$ cat src/rtl/gap_fc_head_pkg.sv
// Shared types and constants for the GAP classifier head and its MAC datapath.
package gap_fc_head_pkg;

    typedef enum logic [2:0] {
        COLLECT,
        ISSUE,
        DRAIN,
        EMIT,
        DONE
    } fc_state_e;

    localparam int DEF_BW_ACT   = 12;
    localparam int DEF_BW_PARAM = 8;

    localparam int SAT_MAX = 2047;
    localparam int SAT_MIN = -2048;

    // Index width for an n-entry space; never narrower than one bit.
    function automatic int addr_w(input int n);
        return (n > 1) ? $clog2(n) : 1;
    endfunction

endpackage

$ cat src/rtl/gap_fc_head_fc_mac_acc.sv
// Signed multiply-accumulate with bias preload, arithmetic output shift and saturation.
module fc_mac_acc
    import gap_fc_head_pkg::*;
#(
    parameter int A_W    = DEF_BW_ACT,
    parameter int W_W    = DEF_BW_PARAM,
    parameter int ACC_BW = 25,
    parameter int SHIFT  = 4
) (
    input  logic                     clk,
    input  logic                     rst_n,
    input  logic                     acc_en,
    input  logic                     bias_ld,
    input  logic signed [A_W-1:0]    act_in,
    input  logic signed [W_W-1:0]    w_in,
    input  logic signed [W_W-1:0]    b_in,
    output logic signed [ACC_BW-1:0] acc_o,
    output logic signed [A_W-1:0]    sat_o
);

    localparam logic signed [ACC_BW-1:0] HI = ACC_BW'(SAT_MAX);
    localparam logic signed [ACC_BW-1:0] LO = ACC_BW'(SAT_MIN);

    logic signed [ACC_BW-1:0] acc_q, acc_d;
    logic signed [ACC_BW-1:0] a_ext, w_ext, b_ext, prod, base, shifted;

    always_comb begin
        a_ext = ACC_BW'(act_in);
        w_ext = ACC_BW'(w_in);
        b_ext = ACC_BW'(b_in);
        prod  = a_ext * w_ext;
        // The first channel of a class replaces the running sum with the bias.
        base  = bias_ld ? b_ext : acc_q;
        acc_d = acc_en ? (base + prod) : acc_q;
    end

    always_comb begin
        shifted = acc_q >>> SHIFT;
        if (shifted > HI)
            sat_o = A_W'(HI);
        else if (shifted < LO)
            sat_o = A_W'(LO);
        else
            sat_o = A_W'(shifted);
    end

    always_ff @(posedge clk or negedge rst_n) begin
        if (!rst_n)
            acc_q <= '0;
        else
            acc_q <= acc_d;
    end

    assign acc_o = acc_q;

endmodule

$ cat src/rtl/gap_fc_head.sv
// Classifier head: gathers one pooled activation per channel, runs the FC layer
// class by class against weight/bias SRAM, streams saturated scores, reports argmax.
module gap_fc_head
    import gap_fc_head_pkg::*;
#(
    parameter int CH_NUM       = 16,
    parameter int CLS_NUM      = 10,
    parameter int ACT_PER_ADDR = 4,
    parameter int BW_PER_ACT   = DEF_BW_ACT,
    parameter int BW_PER_PARAM = DEF_BW_PARAM,
    parameter int OUT_SHIFT    = 4,
    parameter int ACC_BW       = BW_PER_ACT + BW_PER_PARAM + $clog2(CH_NUM) + 1
) (
    input  logic                                   clk,
    input  logic                                   srst_n,
    input  logic                                   act_valid,
    output logic                                   act_ready,
    input  logic [ACT_PER_ADDR*BW_PER_ACT-1:0]     act_wdata,
    output logic                                   w_ren,
    output logic [addr_w(CH_NUM*CLS_NUM)-1:0]      w_addr,
    input  logic signed [BW_PER_PARAM-1:0]         w_rdata,
    output logic [addr_w(CLS_NUM)-1:0]             b_addr,
    input  logic signed [BW_PER_PARAM-1:0]         b_rdata,
    output logic                                   score_valid,
    output logic [addr_w(CLS_NUM)-1:0]             score_idx,
    output logic signed [BW_PER_ACT-1:0]           score_data,
    output logic                                   done,
    output logic [addr_w(CLS_NUM)-1:0]             class_id
);

    localparam int CH_W  = addr_w(CH_NUM);
    localparam int CLS_W = addr_w(CLS_NUM);
    localparam int WA_W  = addr_w(CH_NUM * CLS_NUM);
    localparam int WD_W  = ACT_PER_ADDR * BW_PER_ACT;

    fc_state_e                     state_q, state_d;
    logic [CH_W-1:0]               ch_q, ch_d;
    logic [CLS_W-1:0]              cls_q, cls_d;
    logic                          rd_v_q, rd_v_d;
    logic [CH_W-1:0]               rd_i_q, rd_i_d;
    logic signed [BW_PER_ACT-1:0]  act_q [CH_NUM];
    logic signed [BW_PER_ACT-1:0]  act_d [CH_NUM];
    logic signed [BW_PER_ACT-1:0]  best_q, best_d;
    logic [CLS_W-1:0]              best_idx_q, best_idx_d;
    logic [CLS_W-1:0]              class_id_q, class_id_d;
    logic [CLS_W-1:0]              sidx_q, sidx_d;
    logic signed [BW_PER_ACT-1:0]  sdata_q, sdata_d;
    logic signed [ACC_BW-1:0]      mac_acc;
    logic signed [BW_PER_ACT-1:0]  mac_sat;
    logic                          unused_lo_bits;

    assign unused_lo_bits = ^act_wdata[WD_W-BW_PER_ACT-1:0];

    fc_mac_acc #(
        .A_W    (BW_PER_ACT),
        .W_W    (BW_PER_PARAM),
        .ACC_BW (ACC_BW),
        .SHIFT  (OUT_SHIFT)
    ) u_mac (
        .clk     (clk),
        .rst_n   (srst_n),
        .acc_en  (rd_v_q),
        .bias_ld (rd_i_q == '0),
        .act_in  (act_q[rd_i_q]),
        .w_in    (w_rdata),
        .b_in    (b_rdata),
        .acc_o   (mac_acc),
        .sat_o   (mac_sat)
    );

    always_comb begin
        state_d     = state_q;
        ch_d        = ch_q;
        cls_d       = cls_q;
        act_d       = act_q;
        best_d      = best_q;
        best_idx_d  = best_idx_q;
        class_id_d  = class_id_q;
        sidx_d      = sidx_q;
        sdata_d     = sdata_q;
        act_ready   = 1'b0;
        w_ren       = 1'b0;
        score_valid = 1'b0;
        done        = 1'b0;

        case (state_q)
            COLLECT: begin
                act_ready = 1'b1;
                if (act_valid) begin
                    act_d[ch_q] = act_wdata[WD_W-1 -: BW_PER_ACT];
                    if (ch_q == CH_W'(CH_NUM - 1)) begin
                        ch_d    = '0;
                        cls_d   = '0;
                        state_d = ISSUE;
                    end else begin
                        ch_d = ch_q + CH_W'(1);
                    end
                end
            end
            ISSUE: begin
                w_ren = 1'b1;
                if (ch_q == CH_W'(CH_NUM - 1)) begin
                    ch_d    = '0;
                    state_d = DRAIN;
                end else begin
                    ch_d = ch_q + CH_W'(1);
                end
            end
            DRAIN: state_d = EMIT;
            EMIT: begin
                score_valid = 1'b1;
                sidx_d      = cls_q;
                sdata_d     = mac_sat;
                // Strict compare: on a tie the earlier class keeps the win.
                if (cls_q == '0 || mac_sat > best_q) begin
                    best_d     = mac_sat;
                    best_idx_d = cls_q;
                end
                if (cls_q == CLS_W'(CLS_NUM - 1)) begin
                    state_d = DONE;
                end else begin
                    cls_d   = cls_q + CLS_W'(1);
                    state_d = ISSUE;
                end
            end
            DONE: begin
                done       = 1'b1;
                class_id_d = best_idx_q;
                state_d    = COLLECT;
            end
            default: state_d = COLLECT;
        endcase

        // SRAM returns land one cycle after issue; tag them with their channel.
        rd_v_d = (state_q == ISSUE);
        rd_i_d = ch_q;
    end

    always_ff @(posedge clk or negedge srst_n) begin
        if (!srst_n) begin
            state_q    <= COLLECT;
            ch_q       <= '0;
            cls_q      <= '0;
            rd_v_q     <= 1'b0;
            rd_i_q     <= '0;
            act_q      <= '{default: '0};
            best_q     <= '0;
            best_idx_q <= '0;
            class_id_q <= '0;
            sidx_q     <= '0;
            sdata_q    <= '0;
        end else begin
            state_q    <= state_d;
            ch_q       <= ch_d;
            cls_q      <= cls_d;
            rd_v_q     <= rd_v_d;
            rd_i_q     <= rd_i_d;
            act_q      <= act_d;
            best_q     <= best_d;
            best_idx_q <= best_idx_d;
            class_id_q <= class_id_d;
            sidx_q     <= sidx_d;
            sdata_q    <= sdata_d;
        end
    end

    assign w_addr     = w_ren ? (WA_W'(cls_q) * WA_W'(CH_NUM) + WA_W'(ch_q)) : '0;
    assign b_addr     = cls_q;
    assign score_idx  = score_valid ? cls_q : sidx_q;
    assign score_data = score_valid ? mac_sat : sdata_q;
    assign class_id   = class_id_q;

endmodule
$ cat config.mk
export PLATFORM = sky130hd
export DESIGN_NAME = gap_fc_head
export DESIGN_NICKNAME = d
export VERILOG_FILES = /design/src/rtl/gap_fc_head_pkg.sv /design/src/rtl/gap_fc_head_fc_mac_acc.sv /design/src/rtl/gap_fc_head.sv
export SDC_FILE = /design/constraint.sdc
export NUM_CORES = 1
export LEC_CHECK = 0
export CORE_MARGIN = 3
export CORE_UTILIZATION = 30
export DETAILED_ROUTE_END_ITERATION = 10
export PLACE_DENSITY_LB_ADDON = 0.15
export SLEW_MARGIN = 30
export SYNTH_ARGS = -nofsm -noshare
export SYNTH_HDL_FRONTEND = slang
export SYNTH_SLANG_ARGS = --single-unit
$ cat constraint.sdc
create_clock -name clk -period 11.06 [get_ports clk]
set_input_delay 1.659 -clock clk [delete_from_list [all_inputs] [get_ports clk]]
set_output_delay 1.659 -clock clk [all_outputs]
set_load 0.02 [all_outputs]
==> impl_metrics.env <==
export IMPL_path_clk_slew_ps=60
export IMPL_antenna_found_initial=1
export IMPL_path_max_fanout=23
export IMPL_min_period_ps=8640
export IMPL_syn_nets=1774
export IMPL_core_area_sq_um=57900
export IMPL_clockBufferDepth=3
export IMPL_final_max_slew_viol_count=0
export IMPL_overflow=0
export IMPL_die_area_sq_um=61600
export IMPL_dr_total_vias=11700
export IMPL_r2r_end="u_mac.acc_o[22]"
export IMPL_cts_resized=0
export IMPL_die_w_um=248
export IMPL_skew_ps=23.2
export IMPL_io_buffers=66
export IMPL_grt_max_degree=79
export IMPL_r2r_slack_ps=2420
export IMPL_drc_errors=0
export IMPL_worstHoldPathCells=1
export IMPL_fin_crit_sh_pct=78.2
export IMPL_dr_pass1_iters=4
export IMPL_cpMostUsedCell="fa_1"
export IMPL_whs_endpoint="act_q[10]"
export IMPL_yosysUniqueCellTypes=64
export IMPL_setup_violations=0
export IMPL_final_cell_mix="267 x dfrtp_1, 174 x mux2_2, 155 x inv_1"
export IMPL_cts_hold_buf=0
export IMPL_io_pins=103
export IMPL_cts_sinks=269
export IMPL_ys_warnings_count=0
export IMPL_htreeDepth=2
export IMPL_startpoint_type="flip-flop"
export IMPL_regToRegStartpoint="rd_i_q[0]"
export IMPL_cp_end_kind="flip-flop"
export IMPL_hold_viol=0
export IMPL_arrival_ps=9070
export IMPL_min_from="act_q[10]"
export IMPL_syn_inst=1546
export IMPL_rr_worst_depth=27
export IMPL_nets=1807
export IMPL_grt_usage_pct=15.2
export IMPL_cp_required_ps=11490
export IMPL_rsz0062_at_grt="false"
export IMPL_setup_tns_ps=0
export IMPL_ys_ff_latch=269
export IMPL_ys_seq_area_share_pct=38.3
export IMPL_hold_class="reg -> reg"
export IMPL_clk_insertion_delay_late_ps=550
export IMPL_drive_gt1_share_pct=20.1
export IMPL_totalWireLength_um=45100
export IMPL_drt_initial_drc_count=614
export IMPL_critical_path_top_delay_family="adder cells"
export IMPL_num_rows=88
export IMPL_status="completed"
export IMPL_placedCellCount=2307
export IMPL_cp_slowest_cell="dfrtp_4"
export IMPL_initial_core_util_pct=30.4
export IMPL_syn_avg_cell_area_sq_um=11.4
export IMPL_synth_edf_count=0
export IMPL_die_h_um=248
export IMPL_synth_ff_type="dfrtp_1"
export IMPL_cts_tree="yes"
export IMPL_cap_violations=0
export IMPL_post_cts_buffers=0
export IMPL_tightest_slew_ps=973
export IMPL_grt_pass1_vias=12300
export IMPL_area_growth_pct=14.7
export IMPL_timing_critical_path_buf_inv=4
export IMPL_antenna_left=0
export IMPL_final_common_cell="dfrtp_1"
export IMPL_critPathMaxStageDelay_ps=770
export IMPL_syn_area_sq_um=17600
export IMPL_wl_per_cell_um=19.0
export IMPL_dpl_hpwl_um=30300
export IMPL_layout_cells_non_filler=2369
export IMPL_post_route_util_pct=34.8
export IMPL_vias_per_cell=4.93
export IMPL_synth_async_sr_flop_share_pct=100
export IMPL_root_buffer="clkbuf_16"
export IMPL_grt_pass1_wl_um=72300
export IMPL_path_class="reg -> reg"
export IMPL_maxSlewHeadroom_pct=35.0
export IMPL_place_congestion=0.755
export IMPL_fmax_ghz=0.116
export IMPL_cts_made_buffers=35
export IMPL_nFillCells=5883
==> worst max-delay path by stage <==
stage                     depth (start not counted)         endpoint  startpoint  slack, ps
after floorplan                                  29  u_mac.acc_o[22]   rd_i_q[0]       3280
after global placement                           27  u_mac.acc_o[22]   rd_i_q[0]       2310
after detailed placement                         27  u_mac.acc_o[22]   rd_i_q[0]       2310
after CTS                                        27  u_mac.acc_o[22]   rd_i_q[0]       2260
after global routing                             27  u_mac.acc_o[22]   rd_i_q[0]       1800
final                                            27  u_mac.acc_o[22]   rd_i_q[0]       2420
==> cell usage after synthesis, types with 11 or more instances <==
cell        n  share of area, %
ha_1       81               5.8
o21ai_0    24              0.68
o21ai_1    23              0.65
nor2_1     67               1.4
fa_1       80               9.1
a21oi_1    61               1.7
o21a_1     11              0.47
nor3_1     11              0.31
nand3_1    40               1.1
a21o_1     23              0.98
mux2_2    174                11
and2_1     73               2.6
and3_1     14              0.50
nand2_1    72               1.5
mux2_1     42               2.7
dfrtp_1   269                38
inv_1     155               3.3
clkbuf_1   73               1.6
xnor2_1    33               1.6
o211ai_1   35               1.5
mux4_2     60               7.7
a31oi_1    15              0.53
==> flip-flops by register name (all words and copies together), names as in the netlist <==
register / count
sidx_q: 4
sdata_q: 12
ch_q: 4
state_q: 3
best_idx_q: 4
rd_i_q: 4
b_addr: 4
u_mac.acc_o: 25
class_id: 4
best_q: 12
act_q: 192
rd_v_q: 1
==> cells by family (layout without fill, tap and decap cells) <==
kind of cell | after synthesis | count (layout) | synth area share [%]
and+or+nand+nor | 318 | 318 | 9.11
muxes | 278 | 278 | 21.6
DFF | 269 | 269 | 38.3
buffers and inverters | 243 | 300 | 5.22
AOI/OAI and AO/OA | 233 | 233 | 8.59
adders and majority gates | 161 | 161 | 14.9
xor gates and xnor gates | 44 | 44 | 2.36
other | 0 | 1 | 0
==> area by class of cell <==
| class | count | area [sq um] | share of cell area, % |
|---|---|---|---|
| Antenna cell | 1 | 2.50 | 0.0124 |
| Sequential cell | 269 | 6740 | 33.4 |
| Inverter | 158 | 593 | 2.94 |
| Clock buffer | 51 | 996 | 4.93 |
| Timing Repair Buffer | 81 | 782 | 3.87 |
| Clock inverter | 10 | 121 | 0.601 |
| Tap cell | 765 | 957 | 4.74 |
| Multi-Input combinational cell | 1034 | 9990 | 49.5 |
==> routing by layer <==
layer	global-route usage, %	share of wire [%]
met5	0	0.029
met4	3.63	1.9
met3	2.29	3.3
met2	26.6	50
met1	19.7	45
==> per-stage QoR <==
stage | area [sq um] | hold WS, ps | setup slack (ps)
5_1_grt | 20200 | 501 | 1800
3_3_place_gp | 19000 | 470 | 2310
4_1_cts | 20200 | 492 | 2260
6_report | 20200 | 487 | 2420
2_1_floorplan | 17600 | 373 | 3280
3_5_place_dp | 19100 | 480 | 2310
Power is left out: the tool's default activity adds up to more than one toggle a clock period on the data nets, which glitch-free logic cannot reach.
